**config.mk**
```make
export PLATFORM = sky130hd
export DESIGN_NAME = aes_burst_ctrl_flat
export DESIGN_NICKNAME = d
export VERILOG_FILES = /design/src/rtl/aes_ctrl_pkg.sv /design/src/rtl/aes_burst_ctrl_if.sv /design/src/rtl/aes_ctrl_timer.sv /design/src/rtl/aes_burst_ctrl.sv /design/src/flat_wrapper.sv
export SDC_FILE = /design/constraint.sdc
export NUM_CORES = 1
export LEC_CHECK = 0
export BUFFER_PORTS_ARGS = -buffer_cell sky130_fd_sc_hd__buf_4
export CAP_MARGIN = 15
export CELL_PAD_IN_SITES_DETAIL_PLACEMENT = 0
export CELL_PAD_IN_SITES_GLOBAL_PLACEMENT = 1
export CORE_MARGIN = 4
export CORE_UTILIZATION = 35
export CTS_BUF_LIST = sky130_fd_sc_hd__clkbuf_4 sky130_fd_sc_hd__clkbuf_8
export DETAILED_ROUTE_END_ITERATION = 16
export PLACE_DENSITY_LB_ADDON = 0.1
export REMOVE_ABC_BUFFERS = 1
export SKIP_LAST_GASP = 1
export SLEW_MARGIN = 20
export SYNTH_ARGS = -nofsm -noshare
export SYNTH_HDL_FRONTEND = slang
export SYNTH_SLANG_ARGS = --single-unit
```
**constraint.sdc**
```tcl
create_clock -name clk -period 5.7 [get_ports clk]
set_clock_uncertainty 0.1 [all_clocks]
set_input_delay 0.57 -clock clk [delete_from_list [all_inputs] [get_ports clk]]
set_output_delay 0.57 -clock clk [all_outputs]
set_load 0.01 [all_outputs]
```
**src/rtl/aes_ctrl_pkg.sv**
```systemverilog
// Shared types and helpers for the AES burst controller: FSM state encoding,
// AHB direction constants and the timer width calculation.
package aes_ctrl_pkg;

    typedef enum logic [2:0] {
        IDLE      = 3'd0,
        CHG_KEY   = 3'd1,
        READ      = 3'd2,
        INIT_WAIT = 3'd3,
        PRE_WAIT  = 3'd4,
        WAIT_AES  = 3'd5,
        WRITE     = 3'd6,
        POST_WAIT = 3'd7
    } state_t;

    localparam logic AHB_RD = 1'b0;
    localparam logic AHB_WR = 1'b1;

    // Width needed to hold the largest timed-state length
    function automatic int cnt_width(input int a, input int b, input int c,
                                     input int d, input int e);
        int m;
        m = a;
        if (b > m) m = b;
        if (c > m) m = c;
        if (d > m) m = d;
        if (e > m) m = e;
        return $clog2(m + 1);
    endfunction

endpackage

```
**src/rtl/aes_burst_ctrl_if.sv**
```systemverilog
// Handshake/status bundle between the AHB side, GenKey/AESctr and the burst
// controller. The error flag exists only when AES_BURST_CTRL_TIMEOUT_EN is
// defined.
interface aes_burst_ctrl_if #(
    parameter int BCNT_W = 8
);
    logic              start;
    logic              change_key;
    logic              decrypt;
    logic [BCNT_W-1:0] num_blocks;
    logic              chg_key_done;
    logic              enc_done;

    logic              change_key_start;
    logic              aes_enable;
    logic              aes_decrypt;
    logic              ahb_mode;
    logic              ahb_shift_en;
    logic              restart_check;
    logic              busy;
    logic              done;
    logic [BCNT_W-1:0] blk_idx;
`ifdef AES_BURST_CTRL_TIMEOUT_EN
    logic              error;
`endif

    // Command/handshake source (AHB slave, GenKey, AESctr side)
    modport master (
        output start, change_key, decrypt, num_blocks, chg_key_done, enc_done,
`ifdef AES_BURST_CTRL_TIMEOUT_EN
        input  error,
`endif
        input  change_key_start, aes_enable, aes_decrypt, ahb_mode,
               ahb_shift_en, restart_check, busy, done, blk_idx
    );

    // Controller side
    modport slave (
        input  start, change_key, decrypt, num_blocks, chg_key_done, enc_done,
`ifdef AES_BURST_CTRL_TIMEOUT_EN
        output error,
`endif
        output change_key_start, aes_enable, aes_decrypt, ahb_mode,
               ahb_shift_en, restart_check, busy, done, blk_idx
    );

endinterface

```
**src/rtl/aes_ctrl_timer.sv**
```systemverilog
// Clearable up-counter shared by every timed state of the burst controller.
// tc is high while the count equals the runtime terminal value.
module aes_ctrl_timer #(
    parameter int CNT_W = 4
) (
    input  logic             clk,
    input  logic             n_rst,
    input  logic             clr,
    input  logic             en,
    input  logic [CNT_W-1:0] term,
    output logic             tc
);

    logic [CNT_W-1:0] cnt;

    // Count up while enabled; clear has priority so each state starts at zero
    always_ff @(posedge clk) begin
        if (!n_rst || clr) begin
            cnt <= '0;
        end else if (en) begin
            cnt <= cnt + CNT_W'(1);
        end
    end

    assign tc = (cnt == term);

endmodule

```
**src/rtl/aes_burst_ctrl.sv**
```systemverilog
// AES burst controller: sequences key change, AHB read/write word shifting
// and AES core enable for a burst of num_blocks 128-bit blocks.
// Optional macro AES_BURST_CTRL_TIMEOUT_EN adds a WAIT_AES watchdog and the
// sticky error flag.
module aes_burst_ctrl
    import aes_ctrl_pkg::*;
#(
    parameter int BLK_WORDS     = 4,
    parameter int INIT_WAIT_CYC = 10,
    parameter int PRE_WAIT_CYC  = 2,
    parameter int POST_WAIT_CYC = 7,
    parameter int BCNT_W        = 8,
    parameter int TIMEOUT_CYC   = 64
) (
    input  logic             clk,
    input  logic             n_rst,
    aes_burst_ctrl_if.slave  bus
);

    localparam int CNT_W = cnt_width(BLK_WORDS, INIT_WAIT_CYC, PRE_WAIT_CYC,
                                     POST_WAIT_CYC, TIMEOUT_CYC);

    // Terminal counts are length-1 because the counter starts at 0 on entry
    localparam logic [CNT_W-1:0] T_BLK  = CNT_W'(BLK_WORDS - 1);
    localparam logic [CNT_W-1:0] T_INIT = CNT_W'(INIT_WAIT_CYC - 1);
    localparam logic [CNT_W-1:0] T_PRE  = CNT_W'(PRE_WAIT_CYC - 1);
    localparam logic [CNT_W-1:0] T_POST = CNT_W'(POST_WAIT_CYC - 1);
`ifdef AES_BURST_CTRL_TIMEOUT_EN
    localparam logic [CNT_W-1:0] T_TMO  = CNT_W'(TIMEOUT_CYC - 1);
`endif

    state_t            state;
    state_t            state_nx;
    logic              done_q;
    logic              done_nx;
    logic              dec_q;
    logic [BCNT_W-1:0] nblk_q;
    logic [BCNT_W-1:0] blk_idx_q;
    logic              accept;
    logic              burst_go;
    logic              last_blk;
    logic              next_blk;
    logic              timeout_hit;
    logic              tmr_en;
    logic              tmr_clr;
    logic              tmr_tc;
    logic [CNT_W-1:0]  tmr_term;

    assign accept   = (state == IDLE) && bus.start;
    assign burst_go = accept && !bus.change_key && (bus.num_blocks != '0);
    assign last_blk = (blk_idx_q == nblk_q - BCNT_W'(1));
    assign next_blk = (state == POST_WAIT) && tmr_tc && !last_blk;
    assign tmr_clr  = (state_nx != state);

    // Select the running length of the current timed state
    always_comb begin
        tmr_en   = 1'b1;
        tmr_term = '0;
        case (state)
            READ, WRITE: tmr_term = T_BLK;
            INIT_WAIT:   tmr_term = T_INIT;
            PRE_WAIT:    tmr_term = T_PRE;
            POST_WAIT:   tmr_term = T_POST;
`ifdef AES_BURST_CTRL_TIMEOUT_EN
            WAIT_AES:    tmr_term = T_TMO;
`endif
            default:     tmr_en   = 1'b0;
        endcase
    end

    aes_ctrl_timer #(
        .CNT_W (CNT_W)
    ) u_timer (
        .clk   (clk),
        .n_rst (n_rst),
        .clr   (tmr_clr),
        .en    (tmr_en),
        .term  (tmr_term),
        .tc    (tmr_tc)
    );

    // Next-state logic; done_nx marks a command completing on this edge
    always_comb begin
        state_nx    = state;
        done_nx     = 1'b0;
        timeout_hit = 1'b0;
        case (state)
            IDLE: begin
                if (bus.start) begin
                    if (bus.change_key)            state_nx = CHG_KEY;
                    else if (bus.num_blocks == '0) done_nx  = 1'b1;
                    else                           state_nx = READ;
                end
            end
            CHG_KEY: begin
                if (bus.chg_key_done) begin
                    state_nx = IDLE;
                    done_nx  = 1'b1;
                end
            end
            READ: begin
                if (tmr_tc) state_nx = (blk_idx_q == '0) ? INIT_WAIT : PRE_WAIT;
            end
            INIT_WAIT: begin
                if (tmr_tc) state_nx = PRE_WAIT;
            end
            PRE_WAIT: begin
                if (tmr_tc) state_nx = WAIT_AES;
            end
            WAIT_AES: begin
                if (bus.enc_done) begin
                    state_nx = WRITE;
                end
`ifdef AES_BURST_CTRL_TIMEOUT_EN
                else if (tmr_tc) begin
                    state_nx    = IDLE;
                    done_nx     = 1'b1;
                    timeout_hit = 1'b1;
                end
`endif
            end
            WRITE: begin
                if (tmr_tc) state_nx = POST_WAIT;
            end
            POST_WAIT: begin
                if (tmr_tc) begin
                    if (last_blk) begin
                        state_nx = IDLE;
                        done_nx  = 1'b1;
                    end else begin
                        state_nx = READ;
                    end
                end
            end
            default: state_nx = IDLE;
        endcase
    end

    // State register and registered completion pulse
    always_ff @(posedge clk) begin
        if (!n_rst) begin
            state  <= IDLE;
            done_q <= 1'b0;
        end else begin
            state  <= state_nx;
            done_q <= done_nx;
        end
    end

    // Burst context: mode and block count latched at start, block index stepping
    always_ff @(posedge clk) begin
        if (!n_rst) begin
            dec_q     <= 1'b0;
            nblk_q    <= '0;
            blk_idx_q <= '0;
        end else if (burst_go) begin
            dec_q     <= bus.decrypt;
            nblk_q    <= bus.num_blocks;
            blk_idx_q <= '0;
        end else if (next_blk) begin
            blk_idx_q <= blk_idx_q + BCNT_W'(1);
        end
    end

`ifdef AES_BURST_CTRL_TIMEOUT_EN
    logic err_q;

    // Sticky watchdog flag, cleared by the next accepted command
    always_ff @(posedge clk) begin
        if (!n_rst) begin
            err_q <= 1'b0;
        end else if (accept) begin
            err_q <= 1'b0;
        end else if (timeout_hit) begin
            err_q <= 1'b1;
        end
    end

    assign bus.error = err_q;
`endif

    assign bus.restart_check    = (state == IDLE);
    assign bus.busy             = (state != IDLE);
    assign bus.change_key_start = (state == CHG_KEY);
    assign bus.aes_enable       = (state == PRE_WAIT) || (state == WAIT_AES);
    assign bus.ahb_mode         = (state == WRITE) ? AHB_WR : AHB_RD;
    assign bus.ahb_shift_en     = (state == READ) || (state == WRITE);
    assign bus.done             = done_q;
    assign bus.aes_decrypt      = dec_q;
    assign bus.blk_idx          = blk_idx_q;

endmodule

```
**src/flat_wrapper.sv**
```systemverilog
// flat-port wrapper written by rule: the top's interface ports become plain ports
module aes_burst_ctrl_flat import aes_ctrl_pkg::*;
#(
    parameter int BLK_WORDS     = 4,
    parameter int INIT_WAIT_CYC = 10,
    parameter int PRE_WAIT_CYC  = 2,
    parameter int POST_WAIT_CYC = 7,
    parameter int BCNT_W        = 8,
    parameter int TIMEOUT_CYC   = 64
)
  (clk, n_rst, bus_start, bus_change_key, bus_decrypt, bus_num_blocks, bus_chg_key_done, bus_enc_done, bus_change_key_start, bus_aes_enable, bus_aes_decrypt, bus_ahb_mode, bus_ahb_shift_en, bus_restart_check, bus_busy, bus_done, bus_blk_idx);
  aes_burst_ctrl_if #(.BCNT_W(BCNT_W)) bus_i ();
  input  logic clk;
  input  logic n_rst;
  input wire logic [$bits(bus_i.start)-1:0] bus_start;
  input wire logic [$bits(bus_i.change_key)-1:0] bus_change_key;
  input wire logic [$bits(bus_i.decrypt)-1:0] bus_decrypt;
  input wire logic [$bits(bus_i.num_blocks)-1:0] bus_num_blocks;
  input wire logic [$bits(bus_i.chg_key_done)-1:0] bus_chg_key_done;
  input wire logic [$bits(bus_i.enc_done)-1:0] bus_enc_done;
  output wire logic [$bits(bus_i.change_key_start)-1:0] bus_change_key_start;
  output wire logic [$bits(bus_i.aes_enable)-1:0] bus_aes_enable;
  output wire logic [$bits(bus_i.aes_decrypt)-1:0] bus_aes_decrypt;
  output wire logic [$bits(bus_i.ahb_mode)-1:0] bus_ahb_mode;
  output wire logic [$bits(bus_i.ahb_shift_en)-1:0] bus_ahb_shift_en;
  output wire logic [$bits(bus_i.restart_check)-1:0] bus_restart_check;
  output wire logic [$bits(bus_i.busy)-1:0] bus_busy;
  output wire logic [$bits(bus_i.done)-1:0] bus_done;
  output wire logic [$bits(bus_i.blk_idx)-1:0] bus_blk_idx;
  assign bus_i.start = bus_start;
  assign bus_i.change_key = bus_change_key;
  assign bus_i.decrypt = bus_decrypt;
  assign bus_i.num_blocks = bus_num_blocks;
  assign bus_i.chg_key_done = bus_chg_key_done;
  assign bus_i.enc_done = bus_enc_done;
  assign bus_change_key_start = bus_i.change_key_start;
  assign bus_aes_enable = bus_i.aes_enable;
  assign bus_aes_decrypt = bus_i.aes_decrypt;
  assign bus_ahb_mode = bus_i.ahb_mode;
  assign bus_ahb_shift_en = bus_i.ahb_shift_en;
  assign bus_restart_check = bus_i.restart_check;
  assign bus_busy = bus_i.busy;
  assign bus_done = bus_i.done;
  assign bus_blk_idx = bus_i.blk_idx;
  aes_burst_ctrl #(.BLK_WORDS(BLK_WORDS), .INIT_WAIT_CYC(INIT_WAIT_CYC), .PRE_WAIT_CYC(PRE_WAIT_CYC), .POST_WAIT_CYC(POST_WAIT_CYC), .BCNT_W(BCNT_W), .TIMEOUT_CYC(TIMEOUT_CYC)) u_core (.clk(clk), .n_rst(n_rst), .bus(bus_i));
endmodule
```
==> results.md, run 1 <==
- Status: completed
- Met1 usage: 21.2%
- Pin count of the biggest net entering global routing: 19
- Reg2reg start: u_core.nblk_q[0]
- Post-synth EDFFs: 0
- Final setup TNS: 0 ns
- Slew headroom: 60.9%
- Highest-count cells in the layout ignoring fill and taps: buf_4 (32), dfxtp_1 (28), nand2_1 (23), nor2_1 (18), a21oi_1 (17)
- Placed insts: 310
- Met3 Use GR: 3.10%
- Commonest register cell after synthesis: dfxtp_1
- Final Hold Vio Count: 0
- Fin area: 2090 um2
- Critical path fanouts, max: 5
- Dpl cell area: 2020 um2
- IO Port Bufs: 30
- Critical Path RT: 5.81 ns
- RSZ-0062 raised after global routing: no
- Met2 usage: 23.0%
- Share of cells above drive strength 1: 17.4%
- Core Util, Final: 43.9%
- Hold WC Path Type: reg2reg
- Crit path largest cell delay: 0.41 ns
- Mapped Cells: 220
- Worst-path cell chain: inv_1, ha_1, or3b_1, o31a_1, o2111ai_1, o311ai_1, or3_1, a21oi_1
- #FFs+latches synth: 28
- WS Path Type: reg2reg
- ANT nets after route: 0
- CTS root buffer: clkbuf_8
- Number of diodes: 0
- Minimum clock period: 2.56 ns
- Final std cells w/o fill: 314
- Commonest non-fill, non-tap cell in the layout: buf_4
- Register area share after synthesis: 32.4%
- Hold_sp: u_core.bus.aes_decrypt
- Synth warn: 0
- Chip width: 78.3 um
- F_max: 0.391 GHz
- Final wirelength: 4.30 mm
- Mapped Area: 1730 um2
- Unique masters post-synth: 48
- Clock H-tree levels: 1
- Nets@finish: 267
- Initial drt markers: 83
- IO Count: 31
- Clock-pin transition on the worst setup and hold timing paths: 0.10 ns
- WL/cell: 13.7 um
- DRC Markers: 0
- Global routing's busiest layer: met2
- Tot Pwr: 502 uW
- P&R area growth vs syn: 20.9%
- Vias: 1653
- Measured slew at the worst slew-check pin: 0.581 ns
- Max_cap viols: 0
- Via count of the first global-routing pass: 1576
- DPL Wire Length: 3.18 mm
- Final period utilization: 44.9%
- Hold-fix buffers, CTS: 0
- R2r setup slk: 3.14 ns
- Fraction of registers with async set/reset: 0%
- Row Count: 25
- GR Util All Layers: 14.9%
- Setup violations, final: 0
- Core region area: 4750 um2
- First-pass GRT wire length: 7.54 mm
- Total clock sinks: 28
- Startpoint Class: flip-flop
- Pwr dens: 241 nW/um2
- Vias per cell: 5.26
- Initial antenna violation count: 0
- Post-CTS sizing: 0
- CP max stage cell: or3b_1
- Leakage: 0.769 nW
- Die extent in y: 78.3 um
- Total CTS buffers: 3
- Max clock buf depth: 2
- Worst Setup End Kind: flip-flop
- CTS tree: done
- Peak VDD IR: 0.100 mV
- Skew-Pair Late Insertion Delay: 0.27 ns
- Total setup buffers inserted after CTS: 0
- GP Congestion: 0.765
- Die ar.: 6120 um2
- GRT Residual Overflow: 0
- Starting Density: 36.3%
- Max Slew Vio Count: 0
- Syn Area/Cell: 7.85 um2
- TritonRoute pass-1 iters: 4
- Critical Path AT: 2.66 ns
- Crit path from: u_core.nblk_q[0]
## registers in the layout (all words and copies together) (netlist names)
name                    cells
u_core.nblk_q               8
u_core.state                3
u_core.bus.aes_decrypt      1
u_core.bus.done             1
u_core.bus.blk_idx          8
u_core.u_timer.cnt          7
## final cells by class
| class | instances | area (um2) |
|---|---|---|
| repair buffers | 32 | 240 |
| clock buffers | 3 | 41.3 |
| multi-input cells | 173 | 1090 |
| fillers | 518 | 2670 |
| flip-flops and latches | 28 | 561 |
| inverters | 10 | 37.5 |
| clock inverters | 1 | 30.0 |
| well taps | 67 | 83.8 |
## stage by stage
stage	setup slack [ns]	hold slack, ns
global route	2.90	0.390
global placement	3.18	0.348
floorplan	2.86	0.349
detailed placement	3.14	0.349
finish	3.14	0.362
CTS	3.11	0.364
## worst max-delay path, delay by kind of cell, from the launching register on
kind            cells  cell delay (ns)
compound gates      4             0.96
flops               1             0.37
fa+ha+maj           1             0.20
buf+inv             1             0.07
simple gates        2             0.78
## kinds of logic (layout without fill, tap and decap cells)
logic type | Yosys count | in the layout | share of synthesized area (%)
XOR/XNOR | 15 | 15 | 7.60
AND/OR/NAND/NOR | 95 | 95 | 29.3
buffers and inverters | 19 | 46 | 4.20
flip-flops | 28 | 28 | 32.4
adder cells (fa/ha/maj) | 4 | 4 | 2.90
AO/OA/AOI/OAI | 57 | 57 | 22.4
multiplexers | 2 | 2 | 1.16
## worst paths after layout
path              cells after the start                      to
setup / recovery                      8   u_core.bus.blk_idx[5]
hold / removal                        2  u_core.bus.aes_decrypt
setup reg to reg                      8   u_core.bus.blk_idx[5]
hold reg to reg                       2  u_core.bus.aes_decrypt
## per-layer routing
layer	routed length, um	vias up
met2	1830	30
met1	2250	763
met4	35	0
li1	-	856
met5	0	-
met3	180	4
## power by group
group	switching, mW	internal (mW)	total (mW)
sequential	0.0181	0.204	0.222
clock	0.0628	0.0940	0.157
combinational	0.0655	0.0580	0.123
total	0.146	0.356	0.502
## synth_stat cells, types with 2 or more instances
master | count | area [um2]
nor2b_1 | 5 | 31.3
nand2_1 | 23 | 86.3
and3_1 | 4 | 25.0
o31a_1 | 2 | 17.5
xor2_1 | 5 | 43.8
and4_1 | 2 | 17.5
inv_1 | 10 | 37.5
o21ai_0 | 14 | 70.1
nand2b_1 | 2 | 12.5
or3_1 | 8 | 50.1
a31oi_1 | 3 | 18.8
nor4_1 | 5 | 31.3
nor2_1 | 18 | 67.6
or4_1 | 2 | 15.0
a22oi_1 | 6 | 45.0
clkbuf_1 | 8 | 30.0
nand3_1 | 5 | 25.0
nor3b_1 | 3 | 22.5
xnor2_1 | 10 | 87.6
or2_2 | 2 | 12.5
nor3_1 | 7 | 35.0
a21oi_1 | 17 | 85.1
o2111a_1 | 2 | 22.5
mux2i_1 | 2 | 20.0
dfxtp_1 | 28 | 561
o2111ai_1 | 2 | 17.5
ha_1 | 4 | 50.1
(Power assumes the default switching activity.)
==> run 2, diff against run 1 <==
ABC_AREA = 1   (was default)
clock period = 2.1 ns   (was 5.7 ns; I/O delays follow)
==> run 2 against run 1 <==
Wire length is 11% higher; via count is 16% higher; maximum frequency is 24% higher; non-clock buffer count is 26 higher; clock-buffer cell count is 1 higher; sequential cell count stayed put; sequential power grew to 2.7 times the previous value; sequential share of layout area is 3.6 points lower.
==> results.md, run 2 <==
- Highest-count cells in the layout ignoring fill and taps: nand2_1 (61), buf_4 (57), inv_1 (42), nor2_1 (35), dfxtp_1 (23) (was buf_4 (32), dfxtp_1 (28), nand2_1 (23), nor2_1 (18), a21oi_1 (17))
- Synth top area share: 30.8% (was 32.4%)
- RSZ-0062 raised after global routing: yes (was no)
- Clock-pin transition on the worst setup and hold timing paths: 0.10 ns (about the same)
- Hold Path Cell Cnt: 3 (was 2)
- IO Port Bufs: 30 (unchanged)
- P&R area growth vs syn: 36.0% (was 20.9%)
- CTS tree: done (unchanged)
- Final wirelength: 4.79 mm (was 4.30 mm)
- Share of cells above drive strength 1: 29.1% (was 17.4%)
- Max_cap viols: 0 (unchanged)
- Mapped Area: 1820 um2 (was 1730 um2)
- Nets@finish: 364 (was 267)
- Skew-Pair Late Insertion Delay: 0.27 ns (about the same)
- Hold WS: 0.0590 ns (was 0.362 ns)
- Commonest register cell after synthesis: dfxtp_1 (unchanged)
- Reg2reg path depth: 13 (was 8)
- Critical path fanouts, max: 7 (was 5)
- DPL Wire Length: 3.88 mm (was 3.18 mm)
- Row Count: 25 (unchanged)
- Top cell type by total area after synthesis: dfxtp_1 (unchanged)
- Syn Area/Cell: 6.36 um2 (was 7.85 um2)
- IO Count: 31 (unchanged)
- Synth warn: 0 (unchanged)
- R2r setup slk: 0.03 ns (was 3.14 ns)
- Fraction of registers with async set/reset: 0% (unchanged)
- Comb power frac: 38.9% (was 24.6%)
- Vias per cell: 4.68 (was 5.26)
- Most frequent cell after synthesis: nand2_1 (was dfxtp_1)
- Final Hold Vio Count: 0 (unchanged)
- Net switching power: 559 uW (was 146 uW)
- First-pass GRT wire length: 7.94 mm (was 7.54 mm)
- WL/cell: 11.6 um (was 13.7 um)
- Worst-path cell chain: buf_4, nand2_4, nand2_1, nand2_1, nand2_1, nor2_2, nand4_1, nor2_4, nand2_4, nor3_2, nand2_1, o21ai_0, nor2_1 (was inv_1, ha_1, or3b_1, o31a_1, o2111ai_1, o311ai_1, or3_1, a21oi_1)
- CTS root buffer: clkbuf_8 (unchanged)
- Hold endpoint: u_core.bus.aes_decrypt (unchanged)
- Chip width: 80.1 um (was 78.3 um)
- Pwr dens: 629 nW/um2 (was 241 nW/um2)
- Design internal power: 997 uW (was 356 uW)
- Sw Share: 35.9% (was 29.1%)
- Hold-fix buffers, CTS: 0 (unchanged)
- Initial antenna violation count: 0 (unchanged)
- DRC Markers: 0 (unchanged)
- Critical Path RT: 2.17 ns (was 5.81 ns)
- Number of diodes: 0 (unchanged)
- Final period utilization: 98.4% (was 44.9%)
- CP top delay family: simple AND/OR/NAND/NOR gates (was compound AO/OA/AOI/OAI gates)
- Placed insts: 402 (was 310)
- Leakage: 1.15 nW (was 0.769 nW)
- F_max: 0.484 GHz (was 0.391 GHz)
- Sequential power share: 38.8% (was 44.2%)
- TritonRoute pass-1 iters: 4 (unchanged)
- CP max stage cell: dfxtp_4 (was or3b_1)
- GR Util All Layers: 15.4% (was 14.9%)
- Top post-synthesis cells by area: dfxtp_1 (31%), nand2_1 (13%), inv_1 (9.1%) (was dfxtp_1 (32%), xnor2_1 (5.1%), nand2_1 (5.0%))
- Startpoint Class: flip-flop (unchanged)
- ANT nets after route: 0 (unchanged)
- Commonest non-fill, non-tap cell in the layout: nand2_1 (was buf_4)
- Register area share after synthesis: 30.8% (was 32.4%)
- R2r endpoint: u_core.bus.blk_idx[4] (was u_core.bus.blk_idx[5])
- Status: completed (unchanged)
- Crit path largest cell delay: 0.38 ns (was 0.41 ns)
- Minimum clock period: 2.07 ns (was 2.56 ns)
- Peak VDD IR: 0.324 mV (was 0.100 mV)
- WS Path Type: reg2reg (unchanged)
- Reg2reg start: u_core.state[1] (was u_core.nblk_q[0])
- Slew headroom: 77.1% (was 60.9%)
- Measured slew at the worst slew-check pin: 0.341 ns (was 0.581 ns)
- Synth cell count leaders: nand2_1 (63), inv_1 (44), nor2_1 (38) (was dfxtp_1 (28), nand2_1 (23), nor2_1 (18))
- Pin count of the biggest net entering global routing: 16 (was 19)
- Final setup TNS: 0 ns (unchanged)
- Initial drt markers: 64 (was 83)
- Cell mode on critical path: nand2_1
- Total CTS buffers: 3 (unchanged)
- Core region area: 4880 um2 (was 4750 um2)
- GRT Residual Overflow: 0 (unchanged)
- Max Slew Vio Count: 0 (unchanged)
- Hold_sp: bus_decrypt (was u_core.bus.aes_decrypt)
- Final std cells w/o fill: 411 (was 314)
- Unique masters post-synth: 28 (was 48)
- Clock H-tree levels: 1 (unchanged)
- Starting Density: 37.3% (was 36.3%)
- Worst path bufs/invs: 1 (unchanged)
- Core Util, Final: 50.7% (was 43.9%)
- Max clock buf depth: 2 (unchanged)
- GP Congestion: 0.810 (was 0.765)
- Mapped Cells: 286 (was 220)
- #FFs+latches synth: 28 (unchanged)
- Hold WC Path Type: in2reg (was reg2reg)
- Post-synth EDFFs: 0 (unchanged)
- Die extent in y: 80.1 um (was 78.3 um)
- Via count of the first global-routing pass: 1746 (was 1576)
- Clock power frac: 22.2% (was 31.2%)
- Worst Setup End Kind: flip-flop (unchanged)
- Total clock sinks: 28 (unchanged)
- Die ar.: 6410 um2 (was 6120 um2)
- Setup violations, final: 0 (unchanged)
- Critical Path AT: 2.14 ns (was 2.66 ns)
- Vias: 1922 (was 1653)
[run 2: cell count changes in the layout (fill, tap and decap cells not counted), moves of 7 or more]
cell / delta
nand2_1: +38
inv_1: +32
buf_4: +25
nor2_1: +17
nand3_1: +13
or3_1: -8
nand4_1: +7
xnor2_1: -7
[run 2: metrics by stage]
| step | power [mW] | area [um2] | setup slack [ns] |
|---|---|---|---|
| 2_1_floorplan | 0.962 | 1790 | 0.0261 |
| 3_5_place_dp | 1.17 | 2270 | -0.0338 |
| 5_1_grt | 1.68 | 2470 | -0.153 |
| 4_1_cts | 1.53 | 2330 | 0.0000340 |
| 6_report | 1.56 | 2470 | 0.0338 |
| 3_3_place_gp | 1.17 | 2270 | -0.00649 |
[run 2: worst min-delay path, cell delays in order]
cell	delay [ns]
buf_4	0.08
nor2_1	0.04
nor2_1	0.08
[run 2: how the worst max path moves through the flow]
stage	endpoint	slack [ns]	cells after the start	startpoint
after floorplan	u_core.bus.blk_idx[4]	0.03	11	u_core.state[1]
after detailed placement	u_core.bus.blk_idx[4]	-0.03	11	u_core.state[1]
after CTS	u_core.u_timer.cnt[5]	0.00003	14	u_core.nblk_q[0]
final	u_core.bus.blk_idx[4]	0.03	13	u_core.state[1]
after global routing	u_core.u_timer.cnt[4]	-0.15	14	u_core.nblk_q[1]
after global placement	u_core.bus.blk_idx[6]	-0.006	12	u_core.nblk_q[0]
[run 2: routing by layer]
layer	part of all wire [%]	vias to the layer above	track usage (%)
met1	51	850	21.5
met5	0	-	0
met4	0.61	0	3.04
met3	3.5	2	2.02
met2	44	34	25.2
li1	-	1036	-
[run 2: area by class of cell]
class,count,area (um2)
inverters,45,169
clock buffers,4,55.1
fillers,559,2410
multi-input cells,209,1150
repair buffers,58,439
well taps,67,83.8
flip-flops and latches,28,574
[run 2: logic make-up after synthesis]
logic type                 Yosys count  share of synthesized area, %
AOI/OAI and AO/OA                   40                          12.0
xor gates and xnor gates            10                          4.82
adders and majority gates            4                          2.75
buffers and inverters               49                          10.9
DFF                                 28                          30.8
and+or+nand+nor                    155                          38.7
[run 2: power groups by stage]
stage | combinational, mW | sequential (mW) | clock, mW
floorplan | 0.351 | 0.612 | 0
finish | 0.606 | 0.605 | 0.346
detailed placement | 0.561 | 0.611 | 0
global placement | 0.560 | 0.610 | 0
global route | 0.693 | 0.610 | 0.376
CTS | 0.567 | 0.601 | 0.357
[run 2: timing repair]
| item | CTS | global route |
|---|---|---|
| gates resized for setup | 6 | 27 |
| pin swaps | 0 | 18 |
| buffers inserted | 0 | 5 |
| gates cloned | 0 | 0 |
| setup endpoints to repair | 8 | 17 |
==> run 3, diff against run 2 <==
--- a/config.mk
+++ b/config.mk
@@ -14,3 +14,3 @@
 export CORE_UTILIZATION = 35
-export CTS_BUF_LIST = sky130_fd_sc_hd__clkbuf_4 sky130_fd_sc_hd__clkbuf_8
+export CTS_BUF_LIST = sky130_fd_sc_hd__clkbuf_16
 export DETAILED_ROUTE_END_ITERATION = 16
==> constraint.sdc (replaced) <==
create_clock -name clk -period 2.1 [get_ports clk]
set_clock_uncertainty 0.1 [all_clocks]
set_input_delay 0.105 -clock clk [delete_from_list [all_inputs] [get_ports clk]]
set_output_delay 0.105 -clock clk [all_outputs]
set_load 0.01 [all_outputs]
==> run 3 against run 2 <==
Sequential share of layout area fell by 0.40 points; design area rose by 1.8%; critical path depth unchanged; sequential power about the same; power is 6.4% higher; global-route usage is 0.21 points higher; register-to-register slack hardly changed; largest cell class unchanged; via count grew 1.6%; die area stayed put; sequential cell count stayed put; setup slack worse by 0.011 ns; non-clock buffer count rose by 3; critical path type unchanged; largest power group is now sequential cells.
==> results.md, run 3 (synthesis gave the netlist of run 2 again) <==
- Area of the multi-input gates: 1140 um2 (was 1150 um2)
- Chip width: 80.1 um (unchanged)
- Net switching power: 571 uW (was 559 uW)
- Leakage: 1.17 nW (was 1.15 nW)
- GP Congestion: 0.810 (unchanged)
- Vias: 1952 (was 1922)
- Max clock buf depth: 2 (unchanged)
- Worst-path cell chain: buf_4, nand2_2, nand2_1, nand2_1, nand2_1, nor2_2, nand4_1, nor2_4, nand2_4, nor3_2, nand2_1, o21ai_0, nor2_1 (was buf_4, nand2_4, nand2_1, nand2_1, nand2_1, nor2_2, nand4_1, nor2_4, nand2_4, nor3_2, nand2_1, o21ai_0, nor2_1)
- Storage cell area: 574 um2 (unchanged)
- Setup violations, final: 0 (unchanged)
- CTS tree: done (unchanged)
- GR Util All Layers: 15.6% (was 15.4%)
- # fillers: 551 (was 559)
- Core region area: 4880 um2 (unchanged)
- Max_cap viols: 0 (unchanged)
- Clock power frac: 26.9% (was 22.2%)
- Measured slew at the worst slew-check pin: 0.355 ns (was 0.341 ns)
- Minimum clock period: 2.08 ns (was 2.07 ns)
- Critical Path RT: 2.15 ns (was 2.17 ns)
- IO Count: 31 (unchanged)
- Final period utilization: 98.9% (was 98.4%)
- IO Port Bufs: 30 (unchanged)
- Via count of the first global-routing pass: 1776 (was 1746)
- Die ar.: 6410 um2 (unchanged)
- Design internal power: 1.09 mW (was 997 uW)
- CTS root buffer: clkbuf_16 (was clkbuf_8)
- Final WS setup: 0.0224 ns (was 0.0338 ns)
- Uppermost routed layer: met4 (unchanged)
- Row Count: 25 (unchanged)
- Starting Density: 37.3% (unchanged)
- Total clock sinks: 28 (unchanged)
- Critical Path AT: 2.13 ns (was 2.14 ns)
- Clock H-tree levels: 1 (unchanged)
- P&R area growth vs syn: 38.4% (was 36.0%)
- ANT nets after route: 0 (unchanged)
- Total CTS buffers: 3 (unchanged)
- Clock-pin transition on the worst setup and hold timing paths: 0.07 ns (was 0.10 ns)
- Placement Setup Slack: -0.0338 ns (unchanged)
- Tot Pwr: 1.66 mW (was 1.56 mW)
- Cell mode on critical path: nand2_1 (unchanged)
- Final wirelength: 4.90 mm (was 4.79 mm)
- WS Path Type: reg2reg (unchanged)
- Nets@finish: 367 (was 364)
- First-pass GRT wire length: 8.05 mm (was 7.94 mm)
- Vias per cell: 4.71 (was 4.68)
- WL/cell: 11.8 um (was 11.6 um)
- Status: completed (unchanged)
- Crit path largest cell delay: 0.38 ns (about the same)
- Peak VDD IR: 0.332 mV (was 0.324 mV)
- DRC Markers: 0 (unchanged)
- Critical path fanouts, max: 7 (unchanged)
- CP max stage cell: dfxtp_4 (unchanged)
- Sequential power share: 36.6% (was 38.8%)
- Commonest non-fill, non-tap cell in the layout: nand2_1 (unchanged)
- Comb power frac: 36.5% (was 38.9%)
- Pin count of the biggest net entering global routing: 16 (unchanged)
- Max Slew Vio Count: 0 (unchanged)
- Hold WC Path Type: in2reg (unchanged)
- DPL Wire Length: 3.88 mm (unchanged)
- DR WL met3: 187 um (was 166 um)
- Skew-Pair Late Insertion Delay: 0.26 ns (was 0.27 ns)
- Fin area: 2520 um2 (was 2470 um2)
- Sw Share: 34.4% (was 35.9%)
- TritonRoute pass-1 iters: 4 (unchanged)
- F_max: 0.481 GHz (was 0.484 GHz)
- Core Util, Final: 51.6% (was 50.7%)
- Startpoint Class: flip-flop (unchanged)
- Highest-count cells in the layout ignoring fill and taps: nand2_1 (60), buf_4 (58), inv_1 (42), nor2_1 (35), dfxtp_1 (23) (was nand2_1 (61), buf_4 (57), inv_1 (42), nor2_1 (35), dfxtp_1 (23))
- Initial antenna violation count: 0 (unchanged)
- RSZ-0062 raised after global routing: yes (unchanged)
- Pwr dens: 658 nW/um2 (was 629 nW/um2)
- Slew headroom: 76.1% (was 77.1%)
- Die extent in y: 80.1 um (unchanged)
- Initial drt markers: 70 (was 64)
- Worst Setup End Kind: flip-flop (unchanged)
- Number of diodes: 0 (unchanged)
- GRT Residual Overflow: 0 (unchanged)
- Dpl cell area: 2270 um2 (unchanged)
- Wl on met1: 2.44 mm (was 2.46 mm)
- Wire length on met2: 2.24 mm (was 2.13 mm)
- Hold WS: 0.00173 ns (was 0.0590 ns)
- Share of cells above drive strength 1: 28.8% (was 29.1%)
- Final Hold Vio Count: 0 (unchanged)
run 3: repair_timing:
action | 4_1_cts | 5_1_grt
gates resized for setup | 2 | 30
setup buffers | 0 | 6
pin swaps | 0 | 22
hold endpoints to repair | 2 | 0
setup endpoints to repair | 5 | 21
hold buffers | 2 | 0
run 3: per-stage QoR:
step | setup TNS (ns) | std cells
final | 0 | 414
after floorplan | 0 | 282
after CTS | -0.0393 | 408
after detailed placement | -0.0535 | 402
after global placement | -0.00649 | 402
after global routing | -1.27 | 414
run 3: area by class of cell:
type / count / share of cell area (%)
flip-flops and latches: 28 / 22.8
multi-input cells: 209 / 45.5
inverters: 45 / 6.71
clock buffers: 3 / 2.98
well taps: 67 / 3.33
repair buffers: 61 / 18.5
clock inverters: 1 / 0.149
run 3: final timing paths:
kind / start / end / slack (ns) / cells after the start
max: u_core.state[1] / u_core.bus.blk_idx[4] / 0.02 / 13
min: bus_chg_key_done / u_core.bus.done / 0.002 / 3
max reg2reg: u_core.state[1] / u_core.bus.blk_idx[4] / 0.02 / 13
min reg2reg: u_core.nblk_q[6] / u_core.nblk_q[6] / 0.39 / 2
run 3: critical path: cells and delay by family (launching register included):
kind / cells / cell delay (ns)
AND/OR/NAND/NOR: 11 / 1.18
buffers and inverters: 1 / 0.15
AO/OA/AOI/OAI: 1 / 0.16
flip-flops: 1 / 0.38
run 3: power groups by stage:
stage / combinational (mW) / sequential, mW / clock, mW
floorplan: 0.351 / 0.612 / 0
global placement: 0.560 / 0.610 / 0
detailed placement: 0.561 / 0.611 / 0
CTS: 0.568 / 0.599 / 0.461
global route: 0.692 / 0.612 / 0.478
finish: 0.605 / 0.607 / 0.445
run 3: routing by layer:
layer / vias up / GRT usage (%)
met1: 871 / 21.8
met5: - / 0
met2: 34 / 25.5
met3: 2 / 2.02
met4: 0 / 3.55
li1: 1045 / -
